<file path="src/rtl/isram_ctrl_if.sv">
// Request and status-array bus of the instruction-SRAM status controller.
// The controller takes the slave modport; requesters/array model take the master side.
`ifndef I_INDEX_WIDTH
`define I_INDEX_WIDTH 3
`endif

interface isram_ctrl_if #(
    parameter int unsigned IW = `I_INDEX_WIDTH
);
    logic          flush_req;
    logic          flush_busy;
    logic          fill_req;
    logic [IW-1:0] fill_index;
    logic          fill_sec;
    logic          fill_ack;
    logic [1:0]    fill_way;
    logic          lk_req;
    logic [IW-1:0] lk_index;
    logic          lk_gnt;
    logic [IW-1:0] sram_index;
    logic [1:0]    sram_way;
    logic [1:0]    sram_din;
    logic          sram_we;
    logic          sram_en;

    modport master (
        output flush_req, fill_req, fill_index, fill_sec, lk_req, lk_index,
        input  flush_busy, fill_ack, fill_way, lk_gnt,
        input  sram_index, sram_way, sram_din, sram_we, sram_en
    );

    modport slave (
        input  flush_req, fill_req, fill_index, fill_sec, lk_req, lk_index,
        output flush_busy, fill_ack, fill_way, lk_gnt,
        output sram_index, sram_way, sram_din, sram_we, sram_en
    );
endinterface

</file>
<file path="src/rtl/isram_ctrl.sv">
// Status-array port arbiter for a 4-way I-SRAM: invalidation sweep, partitioned
// round-robin fills and lookups, in that priority order.
`ifndef I_INDEX_WIDTH
`define I_INDEX_WIDTH 3
`endif

module isram_ctrl #(
    parameter int unsigned IW  = `I_INDEX_WIDTH,
    parameter int unsigned NUM = (1 << IW)
) (
    input logic         i_clk,
    input logic         i_rst_n,
    isram_ctrl_if.slave io_bus
);
    localparam int unsigned   CW      = IW + 2;
    localparam logic [CW-1:0] CntLast = CW'(4 * NUM - 1);

    typedef enum logic [1:0] {StIdle, StFlush, StFill} state_e;

    state_e        r_state, w_state_nxt;
    logic [CW-1:0] r_cnt, w_cnt_nxt;
    logic [1:0]    r_victim, w_victim_nxt;
    logic [IW-1:0] r_fill_index, w_fill_index_nxt;
    logic          r_fill_sec, w_fill_sec_nxt;

    logic          w_flush_busy;
    logic          w_fill_ack;
    logic [1:0]    w_fill_way;
    logic          w_lk_gnt;
    logic [IW-1:0] w_sram_index;
    logic [1:0]    w_sram_way;
    logic [1:0]    w_sram_din;
    logic          w_sram_we;
    logic          w_sram_en;

    always_ff @(posedge i_clk) begin
        if (!i_rst_n) begin
            r_state      <= StFlush;
            r_cnt        <= '0;
            r_victim     <= '0;
            r_fill_index <= '0;
            r_fill_sec   <= 1'b0;
        end else begin
            r_state      <= w_state_nxt;
            r_cnt        <= w_cnt_nxt;
            r_victim     <= w_victim_nxt;
            r_fill_index <= w_fill_index_nxt;
            r_fill_sec   <= w_fill_sec_nxt;
        end
    end

    always_comb begin
        w_state_nxt      = r_state;
        w_cnt_nxt        = r_cnt;
        w_victim_nxt     = r_victim;
        w_fill_index_nxt = r_fill_index;
        w_fill_sec_nxt   = r_fill_sec;
        w_flush_busy     = 1'b0;
        w_fill_ack       = 1'b0;
        w_fill_way       = 2'b00;
        w_lk_gnt         = 1'b0;
        w_sram_index     = '0;
        w_sram_way       = 2'b00;
        w_sram_din       = 2'b00;
        w_sram_we        = 1'b0;
        w_sram_en        = 1'b0;

        // Outputs are held quiet while reset is asserted, whatever the state register holds.
        if (i_rst_n) begin
            case (r_state)
                StIdle: begin
                    if (io_bus.flush_req) begin
                        w_state_nxt = StFlush;
                        w_cnt_nxt   = '0;
                    end else if (io_bus.fill_req) begin
                        w_state_nxt      = StFill;
                        w_fill_index_nxt = io_bus.fill_index;
                        w_fill_sec_nxt   = io_bus.fill_sec;
                    end else if (io_bus.lk_req) begin
                        w_lk_gnt     = 1'b1;
                        w_sram_en    = 1'b1;
                        w_sram_index = io_bus.lk_index;
                    end
                end
                StFill: begin
                    w_sram_en                = 1'b1;
                    w_sram_we                = 1'b1;
                    w_sram_index             = r_fill_index;
                    w_sram_way               = {r_fill_sec, r_victim[r_fill_sec]};
                    w_sram_din               = 2'b01;
                    w_fill_ack               = 1'b1;
                    w_fill_way               = {r_fill_sec, r_victim[r_fill_sec]};
                    w_victim_nxt[r_fill_sec] = ~r_victim[r_fill_sec];
                    w_state_nxt              = StIdle;
                end
                StFlush: begin
                    w_flush_busy = 1'b1;
                    w_sram_en    = 1'b1;
                    w_sram_we    = 1'b1;
                    w_sram_index = r_cnt[CW-1:2];
                    w_sram_way   = r_cnt[1:0];
                    if (r_cnt == CntLast) begin
                        w_cnt_nxt   = '0;
                        w_state_nxt = StIdle;
                    end else begin
                        w_cnt_nxt = r_cnt + 1'b1;
                    end
                end
                default: begin
                    w_state_nxt = StFlush;
                    w_cnt_nxt   = '0;
                end
            endcase
        end
    end

    assign io_bus.flush_busy = w_flush_busy;
    assign io_bus.fill_ack   = w_fill_ack;
    assign io_bus.fill_way   = w_fill_way;
    assign io_bus.lk_gnt     = w_lk_gnt;
    assign io_bus.sram_index = w_sram_index;
    assign io_bus.sram_way   = w_sram_way;
    assign io_bus.sram_din   = w_sram_din;
    assign io_bus.sram_we    = w_sram_we;
    assign io_bus.sram_en    = w_sram_en;
endmodule

</file>
<file path="src/flat_wrapper.sv">
// flat-port wrapper written by rule: the top's interface ports become plain ports
module isram_ctrl_flat 
#(
    parameter int unsigned IW  = `I_INDEX_WIDTH,
    parameter int unsigned NUM = (1 << IW)
)
  (i_clk, i_rst_n, io_bus_flush_req, io_bus_fill_req, io_bus_fill_index, io_bus_fill_sec, io_bus_lk_req, io_bus_lk_index, io_bus_flush_busy, io_bus_fill_ack, io_bus_fill_way, io_bus_lk_gnt, io_bus_sram_index, io_bus_sram_way, io_bus_sram_din, io_bus_sram_we, io_bus_sram_en);
  isram_ctrl_if #(.IW(IW)) io_bus_i ();
  input logic i_clk;
  input logic i_rst_n;
  input wire logic [$bits(io_bus_i.flush_req)-1:0] io_bus_flush_req;
  input wire logic [$bits(io_bus_i.fill_req)-1:0] io_bus_fill_req;
  input wire logic [$bits(io_bus_i.fill_index)-1:0] io_bus_fill_index;
  input wire logic [$bits(io_bus_i.fill_sec)-1:0] io_bus_fill_sec;
  input wire logic [$bits(io_bus_i.lk_req)-1:0] io_bus_lk_req;
  input wire logic [$bits(io_bus_i.lk_index)-1:0] io_bus_lk_index;
  output wire logic [$bits(io_bus_i.flush_busy)-1:0] io_bus_flush_busy;
  output wire logic [$bits(io_bus_i.fill_ack)-1:0] io_bus_fill_ack;
  output wire logic [$bits(io_bus_i.fill_way)-1:0] io_bus_fill_way;
  output wire logic [$bits(io_bus_i.lk_gnt)-1:0] io_bus_lk_gnt;
  output wire logic [$bits(io_bus_i.sram_index)-1:0] io_bus_sram_index;
  output wire logic [$bits(io_bus_i.sram_way)-1:0] io_bus_sram_way;
  output wire logic [$bits(io_bus_i.sram_din)-1:0] io_bus_sram_din;
  output wire logic [$bits(io_bus_i.sram_we)-1:0] io_bus_sram_we;
  output wire logic [$bits(io_bus_i.sram_en)-1:0] io_bus_sram_en;
  assign io_bus_i.flush_req = io_bus_flush_req;
  assign io_bus_i.fill_req = io_bus_fill_req;
  assign io_bus_i.fill_index = io_bus_fill_index;
  assign io_bus_i.fill_sec = io_bus_fill_sec;
  assign io_bus_i.lk_req = io_bus_lk_req;
  assign io_bus_i.lk_index = io_bus_lk_index;
  assign io_bus_flush_busy = io_bus_i.flush_busy;
  assign io_bus_fill_ack = io_bus_i.fill_ack;
  assign io_bus_fill_way = io_bus_i.fill_way;
  assign io_bus_lk_gnt = io_bus_i.lk_gnt;
  assign io_bus_sram_index = io_bus_i.sram_index;
  assign io_bus_sram_way = io_bus_i.sram_way;
  assign io_bus_sram_din = io_bus_i.sram_din;
  assign io_bus_sram_we = io_bus_i.sram_we;
  assign io_bus_sram_en = io_bus_i.sram_en;
  isram_ctrl #(.IW(IW), .NUM(NUM)) u_core (.i_clk(i_clk), .i_rst_n(i_rst_n), .io_bus(io_bus_i));
endmodule
</file>
<file path="config.mk">
export PLATFORM = sky130hd
export DESIGN_NAME = isram_ctrl_flat
export DESIGN_NICKNAME = d
export VERILOG_FILES = /design/src/rtl/isram_ctrl_if.sv /design/src/rtl/isram_ctrl.sv /design/src/flat_wrapper.sv
export SDC_FILE = /design/constraint.sdc
export NUM_CORES = 1
export LEC_CHECK = 0
export CORE_MARGIN = 3
export CORE_UTILIZATION = 30
export CTS_BUF_LIST = sky130_fd_sc_hd__clkbuf_4
export DETAILED_ROUTE_END_ITERATION = 10
export GPL_TIMING_DRIVEN = 0
export SLEW_MARGIN = 15
export SYNTH_ARGS = -nofsm -noshare
export SYNTH_HDL_FRONTEND = slang
export SYNTH_SLANG_ARGS = --single-unit
</file>
<file path="constraint.sdc">
create_clock -name i_clk -period 2.3 [get_ports i_clk]
set_clock_uncertainty 0.1 [all_clocks]
set_input_delay 0.46 -clock i_clk [delete_from_list [all_inputs] [get_ports i_clk]]
set_output_delay 0.46 -clock i_clk [all_outputs]
set_load 0.05 [all_outputs]
</file>
# After elaboration in Yosys (flattened, before gate mapping)
# Cells that the tools add are included.
# totals
elab_cells	59
mem_bits_rw	0
mem_bits_ro	0
memories	0
in_bits	12
regBits	13
latchBits	0
# op_classes
n_addsub	1
muxes	36
bitwise_logic	3
n_mul	0
eq_ne	6
magnitude_cmp	2
div_mod_pow	0
n_reduce_logical	6
shift	0
# ops
op	count
$mux 1	16
$pmux 5 s3	1
$mux 2	7
$mux 3	4
$mux 5	2
$pmux 3 s3	1
$pmux 2 s3	1
$add 5x1->5 const B	1
$eq 5x5->1 const B	1
$pmux 2 s2	1
$reduce_and 2->1	2
$ne 3x3->1 const B	1
$not 1->1	3
$reduce_and 3->1	1
$bwmux 2	1
$eq 2x1->1 const B	1
$eq 2x2->1 const B	1
$logic_not 2->1	1
$lt 1x2->1 const B	1
$ne 2x1->1 const B	1
$ne 2x2->1 const B	1
$pmux 1 s2	1
$reduce_or 2->1	1
$demux 1 s1	1
2 further kinds	2

# Depth between registers and ports, before layout
# logic_depth
depth_word	5
depth_mapped	7
mapped_depth_nobuf	6

# Least setup slack after synthesis
# No wires, ideal clock.
# synth_path
path_kind	input to output
startpoint	in i_rst_n
endpoint	out io_bus_sram_din[0]
cell_stages	4
slack_ns	0.040
t_arrival_ns	1.700
path_cell_list	inv_2 > clkbuf_1 > nor2_1 > buf_4
# synth_via
elab_chain_len	1
# synth_rtl
item	line	text
from (decl)	flat_wrapper.sv:10	input logic i_rst_n;
$mux 2	isram_ctrl.sv:69	if (i_rst_n) begin
to (decl)	flat_wrapper.sv:23	output wire logic [$bits(io_bus_i.sram_din)-1:0] io_bus_sram_din;
# No other way between the ends.

# Final worst setup path
# layout_path
startpoint	in io_bus_fill_req
endpoint	out io_bus_sram_index[1]
# layout_via
elab_chain_len	4
# layout_rtl
item	line	text
from (decl)	flat_wrapper.sv:12	input wire logic [$bits(io_bus_i.fill_req)-1:0] io_bus_fill_req;
$mux 3	isram_ctrl.sv:75	end else if (io_bus.fill_req) begin
$mux 3	isram_ctrl.sv:72	if (io_bus.flush_req) begin
$pmux 3 s3	isram_ctrl.sv:70	case (r_state)
$mux 3	isram_ctrl.sv:69	
to (decl)	flat_wrapper.sv:21	output wire logic [$bits(io_bus_i.sram_index)-1:0] io_bus_sram_index;
# No other way between the ends.

==> impl_results.md <==
- Die ar.: approximately 3500 µm²
- Hold Vio Cnt, Final: 0
- Hpwl dp: 1770 µm
- Post-layout net count: 152
- MaxCap Viol Count: 0
- GR peak layer: met2
- Status: finished, violations left
- Fraction of power consumed by sequential logic: 0.495
- Worst ir drop on vdd: approximately 0.00036 V
- Synth Register Bits: 13
- WL final: 2290 µm
- Worst-path clk slew: around 80 ps
- XOR/XNOR share of the synthesized area: 0.0104
- CTS Root Cell: clkbuf_4
- IO buf count: 24
- Routing usage on met3: 0.0395
- Cell leakage power: between 0.4 and 0.5 nW
- Num rows: 18
- Remaining Overflow, GRT: 0
- Fin. max-slew vios: 0
- Chip Width: roughly 59 µm
- Largest area contributor in the netlist: dfxtp_1
- Crit Path Max Fanout: 8
- Total CTS buffers: 3
- Global Route met2 Usage: 0.243
- Vias in the first global route: approximately 860
- RePlAce Congestion: approximately 0.75
- Final ANT Viol Nets: 0
- WHS: 373 ps
- CTS hold repair buffers: 0
- Pre-antenna DRT Iters: 4
- Worst path cell trace: dlygate4sd2_1 > nor4bb_4 > a222oi_1 > nor2_1 > buf_6
- Vias/cell: approximately 5.3
- Crit path DAT: between 1500 and 2000 ps
- Largest family of logic cells by synthesized area: simple AND/OR/NAND/NOR gates
- Clock share of power: 0.344
- Synth top area share: 0.310
- Setup violations, final: 3
- Mux contribution to synthesized area: 0.0134
- Top delay family on crit path: simple AND/OR/NAND/NOR gates
- Seq/Total Area, Yosys: 0.310
- Initial Util: 0.327
- I/O pins: 26
- Yosys cell types: 36
- CTS sink cnt: 13
- Fin crit share: 1.01
- Via count: about 860
- Share of post-route cells with drive strength above 1: 0.248
- Highest Clock Rate: between 0.4 and 0.5 GHz
- Synthesized area per cell: around 8 µm²
- Failing checks: negative setup slack
- Net Count, Synth: roughly 120
- Sw power: 0.136 mW
- Initial antenna violation count: 0
- Dpl cell area: about 1100 µm²
- Critical path data required time: roughly 1700 ps
- First-pass GRT wire length: ~3800 µm
- Layout overhead on the synthesized area: 39.2%
- Ant diodes: 0
- Slowest cell on crit path: nor4bb_4
- Critical path class: in -> out
- Final instance area: around 1200 µm²
- Synth Area in Simple Gates: 0.300
- Setup TNS: -35.6 ps
- Clock Latency Late Sink: ~290 ps
- Switching Share: 0.285
- Fin cells: approximately 160
- Placed cell count: between 150 and 200
- WL/cell: 14.1 µm
- Met1 Use GR: 0.166
- Post-synthesis compound-gate area fraction: 0.186
- Number of DRC markers in iteration 0: 39
- Pin count of the biggest net entering global routing: 15
- Maximum buffer depth of the clock tree: 2
- Setup WS post-layout: -20.3 ps
- Warnings, synthesis: 0
- RSZ-0062 raised after global routing: true
- Logic gate share of total power: 0.161
- Tot GR Track Use: 0.145
- Internal cell power: about 0.34 mW
- Die Span Y: 58.9 µm
- Worst min path class: reg -> reg
- Synth Instances: 104
- Post-synthesis adder-cell area fraction: 0.0894
- Power per cell area: 406 nW/µm²
- Buf/Inv on CP: 2
- Area of the core: roughly 2600 µm²
- Largest cells by area after synthesis: dfxtp_1 31%, ha_1 8.9%, a21oi_1 6.0%
- Tmin final: ~2300 ps
- CTS tree: built
- Post-synthesis instance area: approximately 840 µm²
- CP Capture Type: output pin
- Worst slack at placement: -906 ps
- DR DRC count: 0
- H-tree depth: 1
- Worst Setup Start Kind: input port
- CP max stage delay: 460 ps
==> cells by family (layout without fill, tap and decap cells) <==
group           count (synthesis)  count (layout)
compound gates                 25              25
xor+xnor                        1               1
fa+ha+maj                       6               6
buf+inv                        13              42
flops                          13              13
mux                             1               1
other cells                     1               1
simple gates                   44              44
==> synthesized netlist by cell type (all sizes together) <==
cell type  instances
a211o              1
a211oi             1
a21oi             10
a222oi             3
a31oi              1
and2               2
and3               2
and4b              1
buf                5
clkbuf             2
conb               1
dfxtp             13
ha                 6
inv                6
mux2               1
nand2             10
nand2b             3
nand3              7
nand3b             1
nand4              3
nor2               8
nor2b              3
nor3               1
nor4bb             1
o211ai             1
o21ai              5
o21bai             1
o22ai              1
o31ai              1
or3                2
xor2               1
==> power groups by stage <==
stage                     Clock (mW)  Combinational, mW  Sequential, mW
final                          0.163             0.0765           0.235
after global placement             0             0.0821           0.240
after detailed placement           0             0.0828           0.240
after global routing           0.183             0.0827           0.236
after floorplan                    0             0.0441           0.239
after CTS                      0.168             0.0774           0.235
==> repair_timing <==
action	CTS	global route
pin swaps	5	5
endpoints found under the setup margin	13	6
resized for setup	65	9
buffers inserted	3	2
hold endpoints to repair	0	0
==> final cells by class <==
cell class	count	area, µm²
fill	280	1400
multi-input combinational	78	522
sequential	13	263
timing repair buffer	26	238
buffer	6	56.3
tap	30	37.5
clock buffer	4	30.0
inverter	6	22.5
==> stage by stage <==
step                utilization  total power [mW]
global route              0.455             0.502
floorplan                     -             0.283
finish                    0.455             0.475
CTS                       0.462             0.480
global placement          0.435             0.323
detailed placement        0.435             0.323
==> registers in the layout, indices dropped and copies added, names as in the netlist <==
signal               cells
u_core.r_cnt             5
u_core.r_fill_index      3
u_core.r_state           2
u_core.r_victim          2
u_core.r_fill_sec        1
==> final timing paths <==
kind                                 end  cells past startpoint                    from  slack, ps
setup / recovery    io_bus_sram_index[1]                      5         io_bus_fill_req        -20
hold / removal    u_core.r_fill_index[2]                      2  u_core.r_fill_index[2]        370
setup reg to reg       u_core.r_state[0]                      7         u_core.r_cnt[0]        520
hold reg to reg   u_core.r_fill_index[2]                      2  u_core.r_fill_index[2]        370
==> layout by cell type, fill, tap and decap left out, types with 5 or more instances in the layout <==
cell type         n
nor2_1            8
buf_6             5
dlygate4sd2_1     5
clkdlybuf4s50_1   7
nand3_1           7
a21oi_1          10
clkbuf_4          5
buf_4             5
dfxtp_1          11
nand2_1          10
==> worst min-delay path, delay by kind of cell, from the launching register on <==
family | cells | cell delay [ps]
and+or+nand+nor | 1 | 60
DFF | 1 | 320
AOI/OAI and AO/OA | 1 | 50
==> routing by layer <==
metal / vias up / wire [µm] / share of wire
met1: 402 / 945 / 0.41
met2: 24 / 1160 / 0.51
met5: - / 0 / 0
met4: 0 / 38 / 0.017
li1: 426 / - / -
met3: 5 / 143 / 0.062
(Power assumes the default switching activity.)
